==> config.mk <==
export PLATFORM = sky130hd
export DESIGN_NAME = interrupt_controller
export DESIGN_NICKNAME = d
export VERILOG_FILES = /design/src/rtl/myp0_pkg.sv /design/src/rtl/interrupt_controller.sv
export SDC_FILE = /design/constraint.sdc
export NUM_CORES = 1
export LEC_CHECK = 0
export BUFFER_PORTS_ARGS = -buffer_cell sky130_fd_sc_hd__buf_4
export CORE_MARGIN = 5
export CORE_UTILIZATION = 30
export DETAILED_ROUTE_END_ITERATION = 10
export PLACE_DENSITY = 0.71
export SLEW_MARGIN = 20
export SYNTH_ARGS = -nofsm -noshare
export SYNTH_HDL_FRONTEND = slang
export SYNTH_SLANG_ARGS = --single-unit
==> constraint.sdc <==
create_clock -name clk -period 1.8 [get_ports clk]
set_input_delay 0.36 -clock clk [delete_from_list [all_inputs] [get_ports clk]]
set_output_delay 0.36 -clock clk [all_outputs]
set_load 0.005 [all_outputs]
==> src/rtl/myp0_pkg.sv <==
// Shared MY-P0 definitions: interrupt controller state encoding and
// interrupt-related constants used across the processor front end.
package myp0_pkg;

  typedef enum logic [1:0] {
    IDLE = 2'd0,
    PEND = 2'd1,
    ACK  = 2'd2,
    VEC  = 2'd3
  } intc_state_t;

  localparam logic [31:0] IVT_BASE_DEFAULT = 32'h0000_0100;
  localparam logic [7:0]  DEV_ID_TIMER     = 8'h00;

endpackage

==> src/rtl/interrupt_controller.sv <==
// Processor-side interrupt front end: gates the shared interrupt line with IE,
// runs the INTA handshake down the daisy chain and produces the vector address.
module interrupt_controller
  import myp0_pkg::*;
#(
  parameter logic [31:0] IVT_BASE  = IVT_BASE_DEFAULT,
  parameter int          ID_W      = 8,
  parameter int          INTA_HOLD = 2
) (
  input  logic        clk,
  input  logic        rst,
  input  logic        int_line,
  input  logic        ie_set,
  input  logic        ie_clr,
  input  logic        ack_req,
  input  logic        vec_take,
  input  logic [31:0] dev_bus,
  output logic        ie,
  output logic        irq_pending,
  output logic        inta,
  output logic        vec_valid,
  output logic [31:0] vec_addr
);

  localparam int CNT_W = $clog2(INTA_HOLD);
  localparam logic [CNT_W-1:0] CNT_LAST = CNT_W'(INTA_HOLD - 1);

  intc_state_t      state_q, state_d;
  logic             ie_q, ie_d;
  logic [CNT_W-1:0] cnt_q, cnt_d;
  logic [31:0]      vec_addr_q, vec_addr_d;
  logic             req;
  logic             ack_entry;

  // Only a driven 1 is a request; a floating line reads as idle.
  assign req = (int_line == 1'b1);

  // Bits above the device ID are don't-care on the shared bus.
  logic unused_bus;
  assign unused_bus = ^dev_bus[31:ID_W];

  always_comb begin
    state_d    = state_q;
    cnt_d      = cnt_q;
    vec_addr_d = vec_addr_q;
    ack_entry  = 1'b0;
    unique case (state_q)
      IDLE: if (ie_q && req) state_d = PEND;
      PEND: begin
        if (ack_req) begin
          state_d   = ACK;
          cnt_d     = '0;
          ack_entry = 1'b1;
        end else if (ie_clr || !req) begin
          state_d = IDLE;
        end
      end
      ACK: begin
        cnt_d = cnt_q + CNT_W'(1);
        // The device had a full cycle of INTA to drive its ID; sample it now.
        if (cnt_q == CNT_LAST) begin
          vec_addr_d = IVT_BASE + 32'(dev_bus[ID_W-1:0]);
          state_d    = VEC;
        end
      end
      VEC: if (vec_take) state_d = IDLE;
      default: state_d = IDLE;
    endcase
  end

  // ACK entry masks further requests and beats a same-cycle EI.
  always_comb begin
    ie_d = ie_q;
    if (ack_entry || ie_clr) ie_d = 1'b0;
    else if (ie_set)         ie_d = 1'b1;
  end

  always_ff @(posedge clk or negedge rst) begin
    if (!rst) begin
      state_q    <= IDLE;
      ie_q       <= 1'b0;
      cnt_q      <= '0;
      vec_addr_q <= 32'h0;
    end else begin
      state_q    <= state_d;
      ie_q       <= ie_d;
      cnt_q      <= cnt_d;
      vec_addr_q <= vec_addr_d;
    end
  end

  assign ie          = ie_q;
  assign irq_pending = (state_q == PEND);
  assign inta        = (state_q == ACK);
  assign vec_valid   = (state_q == VEC);
  assign vec_addr    = vec_addr_q;

endmodule

==> impl_metrics.yaml, run 1 <==
worst_setup_path:
  slowest_stage: "dfrtp_1"
  crit_type: "reg2out"
  cp-end-kind: "output port"
  arrival_ps: 1140
  path_max_fanout: 10
  cp_slowest_stage_delay_ps: 510
  crit_chain: "and2b_1 -> buf_4"
  required_ps: 1440
  timing.rr.start: "state_q[0]"
  cp-start-kind: "flip-flop"
hold_path:
  min_path_type: "in2reg"
  hp-start: "ie_clr"
drt:
  wl_met3_um: 170
  highest_layer: "met3"
  drt_iter0_drc: 0
  wl_um: 1284
  viasPerCell: 3.942
  route.detailed.drc: 0
  wl_met1_um: 492
  route.met2.wl_um: 621
  ant_nets: 0
  drt_first_pass_iters: 1
  route.vias.total: 477
  wire_per_inst_um: 10.61
floorplanning:
  start_util: 0.3213
  coreArea_um2: 2255
  ios: 75
  rows: 17
  die_area_um2: 3498
  die_h_um: 59.14
  die_w_um: 59.14
grt:
  grt_pass1_wl_um: 2007
  grt_usage: 0.07519
  antenna_found_initial: 0
  global_route.overflow_total: 0
  grt_max_degree: 14
  first_global_vias: 429
synthesis:
  synth-seq-area-share: 0.4491
  yosys_warnings: 0
  synth_cell_types: 19
  async_reset_ff_frac: 1.000
  synth_edf_count: 0
  yosysMostFrequentCell: "buf_4"
  synth_top_area_cell: "dfrtp_1"
  synth_seq_cells: 13
  avgSynthCellArea_um2: 11.50
  synthTopCellsByArea: "dfrtp_1, buf_4, mux2_2, a21oi_1, nand2b_1"
  ys_top_cells_by_count: "buf_4, dfrtp_1, mux2_2"
  synthCells: 63
  synth-main-ff-cell: "dfrtp_1"
  synth_area_um2: 724.4
  yosys.area.top_type_share: 0.4491
clock_network:
  clk_pin_slew_ps: 80
  clockBufferDepth: 2
  cts_tree: "done"
  cts_root_buf: "clkbuf_4"
  cts-buffers-inserted: 3
  cts_resized: 0
  htreeDepth: 1
  numClockSinks: 13
  clk-insertion-delay-late_ps: 260
finish:
  seq_area_um2: 325.3
  area_growth_pct: 23.83
  nets: 133
  fin_cells: 121
  utilization: 0.3979
  drive_above_1_share: 0.4194
  antenna_cells: 0
  fin_area_um2: 897.1
  multiInputGateArea_um2: 297.8
  fill_cells: 240
timing:
  slew_violations: 0
  hold_ws_ps: 245.1
  rsz0062_at_grt: "no"
  tns_ps: 0
  finalCritPeriodShare: 0.8340
  hold_viol: 0
  fin_skew_ps: 4.176
  setup_viol: 0
  finalCriticalPeriod_ps: 1501
  fmax_ghz: 0.6661
placed_design:
  placed_area_um2: 860.8
  port_buffers: 27
  dp_cells: 116
  dp_hpwl_um: 1047
  gp_congestion: 0.6953
power_and_ir_drop:
  pwr_density_cell_nw_per_um2: 1395
  irDropWorstVdd_mv: 0.6111
  leakage_nw: 0.4540
job:
  maxCapViolCount: 0
outcome:
  status: "completed"
## report_power, final
part           switching (mW)  internal [mW]  leakage [nW]
registers               0.112          0.426         0.150
clock network          0.0845         0.0856        0.0150
logic                   0.184          0.360         0.289
## critical path, delay by kind of cell (launching register included)
family / cells / cell delay (ps)
buf+inv: 1 / 130
flops: 1 / 510
simple gates: 1 / 240
## cell usage in the layout, fill, tap and decap left out, types with 2 or more instances in the layout
cell type / count
clkbuf_4: 3
dfrtp_1: 13
conb_1: 23
nand2b_1: 2
buf_4: 27
mux2_2: 8
a21oi_1: 3
## layer usage
metal / vias up / global-route usage
li1: 229 / -
met1: 222 / 0.08333
met2: 26 / 0.1293
met5: - / 0
met3: 0 / 0.04139
met4: 0 / 0.009709
## path summary, 6_finish.rpt
path | to | slack [ps] | cells after the start
hold / removal | ie | 250 | 2
min in group asynchronous | ie | 470 | 2
setup reg to reg | vec_addr[2] | 490 | 2
max in group asynchronous | vec_addr[6] | 1170 | 2
hold reg to reg | vec_addr[8] | 480 | 1
setup / recovery | irq_pending | 300 | 2
## sequential cells by signal, indices dropped and copies added (netlist names), named ones only
signal    count
cnt_q         1
ie            1
vec_addr      9
state_q       1
## what timing repair did
action	CTS	global route
buffers inserted	0	0
hold buffers	1	0
endpoints found under the hold margin	13	0
## kinds of logic after synthesis
| logic type | count (synthesis) | share of synthesized area |
|---|---|---|
| buf+inv | 24 | 0.2539 |
| mux | 8 | 0.1244 |
| simple gates | 10 | 0.1002 |
| flops | 13 | 0.4490 |
| compound gates | 7 | 0.06736 |
| other cells | 1 | 0.005176 |
## layout make-up
cell class	instances	area share
sequential	13	0.3626
tap	28	0.03905
multi-input combinational	48	0.3319
clock buffer	4	0.02929
timing repair buffer	28	0.2371
## stage by stage
stage | worst slack, ps | power (mW)
after global placement | 486.7 | 1.080
final | 298.8 | 1.252
after detailed placement | 462.9 | 1.098
after CTS | 300.7 | 1.277
after floorplan | 556.8 | 0.8718
after global routing | 238.6 | 1.363
(Power assumes the default switching activity.)
==> run 2: changes to the inputs <==
- clock period: 1.8 -> 1.4 ns (I/O delays scaled with it)
==> impl_metrics.yaml, run 2 (same netlist as run 1, synthesis figures left out) <==
drt:
  wl_um: 1490
  wire_per_inst_um: 11.73
  viasPerCell: 3.937
  route.vias.total: 500
  drt_first_pass_iters: 1
  drt_iter0_drc: 0
  ant_nets: 0
  route.detailed.drc: 0
finish:
  layout_common_cells: "buf_4, conb_1, dfrtp_1"
  antenna_cells: 0
  fill_cells: 231
  nets: 139
  fin_cells: 127
  largest_reg_flops: 9
  seq_area_um2: 325.3
  area_growth_pct: 31.09
  final_common_cell: "buf_4"
  drive_above_1_share: 0.4545
  multiInputGateArea_um2: 297.8
floorplanning:
  rows: 17
  die_area_um2: 3498
  die_h_um: 59.14
  die_w_um: 59.14
  ios: 75
  coreArea_um2: 2255
  start_util: 0.3213
grt:
  antenna_found_initial: 0
  grt_usage: 0.08506
  first_global_vias: 472
  global_route.overflow_total: 0
  grt_pass1_wl_um: 2277
  grt_max_degree: 14
worst_setup_path:
  reg2reg_to: "state_q[0]"
  crit_type: "reg2out"
  path_max_fanout: 4
  cp-end-kind: "output port"
  timing.reg2reg.setup_slack_ps: 20
  reg2regPathDepth: 3
  required_ps: 1120
  cp-start-kind: "flip-flop"
  arrival_ps: 1110
power_and_ir_drop:
  clkPwrFrac: 0.126
  irDropWorstVdd_mv: 0.7834
  p_int_mw: 1.238
  p_seq_frac: 0.364
  p_comb_frac: 0.509
  swShare: 0.3008
  leakage_nw: 0.4859
  pwr_density_cell_nw_per_um2: 1864
  p_sw_uw: 532.5
job:
  maxCapViolCount: 0
timing:
  hold_viol: 0
  setup_viol: 0
  fmax_ghz: 0.7209
  finalCriticalPeriod_ps: 1387
  slew_violations: 0
  rsz0062_at_grt: "yes"
  finalCritPeriodShare: 0.9908
  fin_skew_ps: 2.468
  tns_ps: 0
clock_network:
  clk-insertion-delay-late_ps: 270
  clk_pin_slew_ps: 80
  cts_root_buf: "clkbuf_4"
  cts-buffers-inserted: 3
  htreeDepth: 1
  cts_tree: "done"
  clockBufferDepth: 2
  numClockSinks: 13
placed_design:
  gp_congestion: 0.6899
  dp_hpwl_um: 1124
  port_buffers: 27
  dp_cells: 118
hold_path:
  hold_depth: 2
  min_to: "ie"
  min_path_type: "in2reg"
  hp-start: "ie_clr"
outcome:
  status: "completed"
[run 2: changes by cell type in the layout (fill, tap and decap cells not counted)]
cell / change
buf_6: +2
buf_4: +4
[run 2: worst max-delay path, stage by stage (launching register included)]
cell and delay, ps:
dfrtp_1 400, buf_6 130, and2b_1 200, buf_4 110
[run 2: timing repair]
action                                  4_1_cts  5_1_grt
endpoints found under the setup margin        2        4
pin swaps                                     0        1
hold buffers                                  1        0
hold endpoints to repair                     13        0
gates resized for setup                       2        0
buffers inserted                              3        1
[run 2: layout make-up]
| class | instances | area share |
|---|---|---|
| tap | 28 | 0.03689 |
| multi-input combinational | 48 | 0.3136 |
| timing repair buffer | 34 | 0.2793 |
| clock buffer | 4 | 0.02767 |
| sequential | 13 | 0.3426 |
[run 2: how the worst max path moves through the flow]
stage | to | cells after the start | slack, ps | startpoint
after global placement | state_q[0] | 2 | 170 | flip-flop
after detailed placement | state_q[0] | 2 | 140 | flip-flop
after global routing | irq_pending | 3 | -40 | flip-flop
after CTS | irq_pending | 3 | 3 | flip-flop
final | irq_pending | 3 | 10 | flip-flop
after floorplan | state_q[0] | 3 | 160 | flip-flop
[run 2: metrics by stage]
| stage | total power [mW] | util | setup WS [ps] | cell area (µm²) | hold slack (ps) |
|---|---|---|---|---|---|
| 3_3_place_gp | 1.437 | 0.3885 | 171.4 | 875.8 | 134.4 |
| 5_1_grt | 1.927 | 0.4212 | -38.92 | 949.7 | 152.8 |
| 2_1_floorplan | 1.121 | - | 156.8 | 807.0 | -15.59 |
| 6_report | 1.770 | 0.4212 | 12.86 | 949.7 | 175.5 |
| 4_1_cts | 1.781 | 0.4179 | 3.299 | 942.2 | 159.8 |
| 3_5_place_dp | 1.462 | 0.3885 | 140.4 | 875.8 | 135.9 |
[run 2: layer usage]
layer  GRT usage  part of all wire
met3     0.04139              0.12
met1      0.1044              0.34
met4    0.009709                 0
met2      0.1388              0.54
met5           0                 0
[run 2: power groups by stage]
| stage | clock (mW) | sequential, mW | combinational (mW) |
|---|---|---|---|
| finish | 0.224 | 0.645 | 0.902 |
| global route | 0.260 | 0.675 | 0.992 |
| CTS | 0.238 | 0.646 | 0.896 |
| detailed placement | 0 | 0.663 | 0.799 |
| global placement | 0 | 0.649 | 0.787 |
| floorplan | 0 | 0.662 | 0.459 |
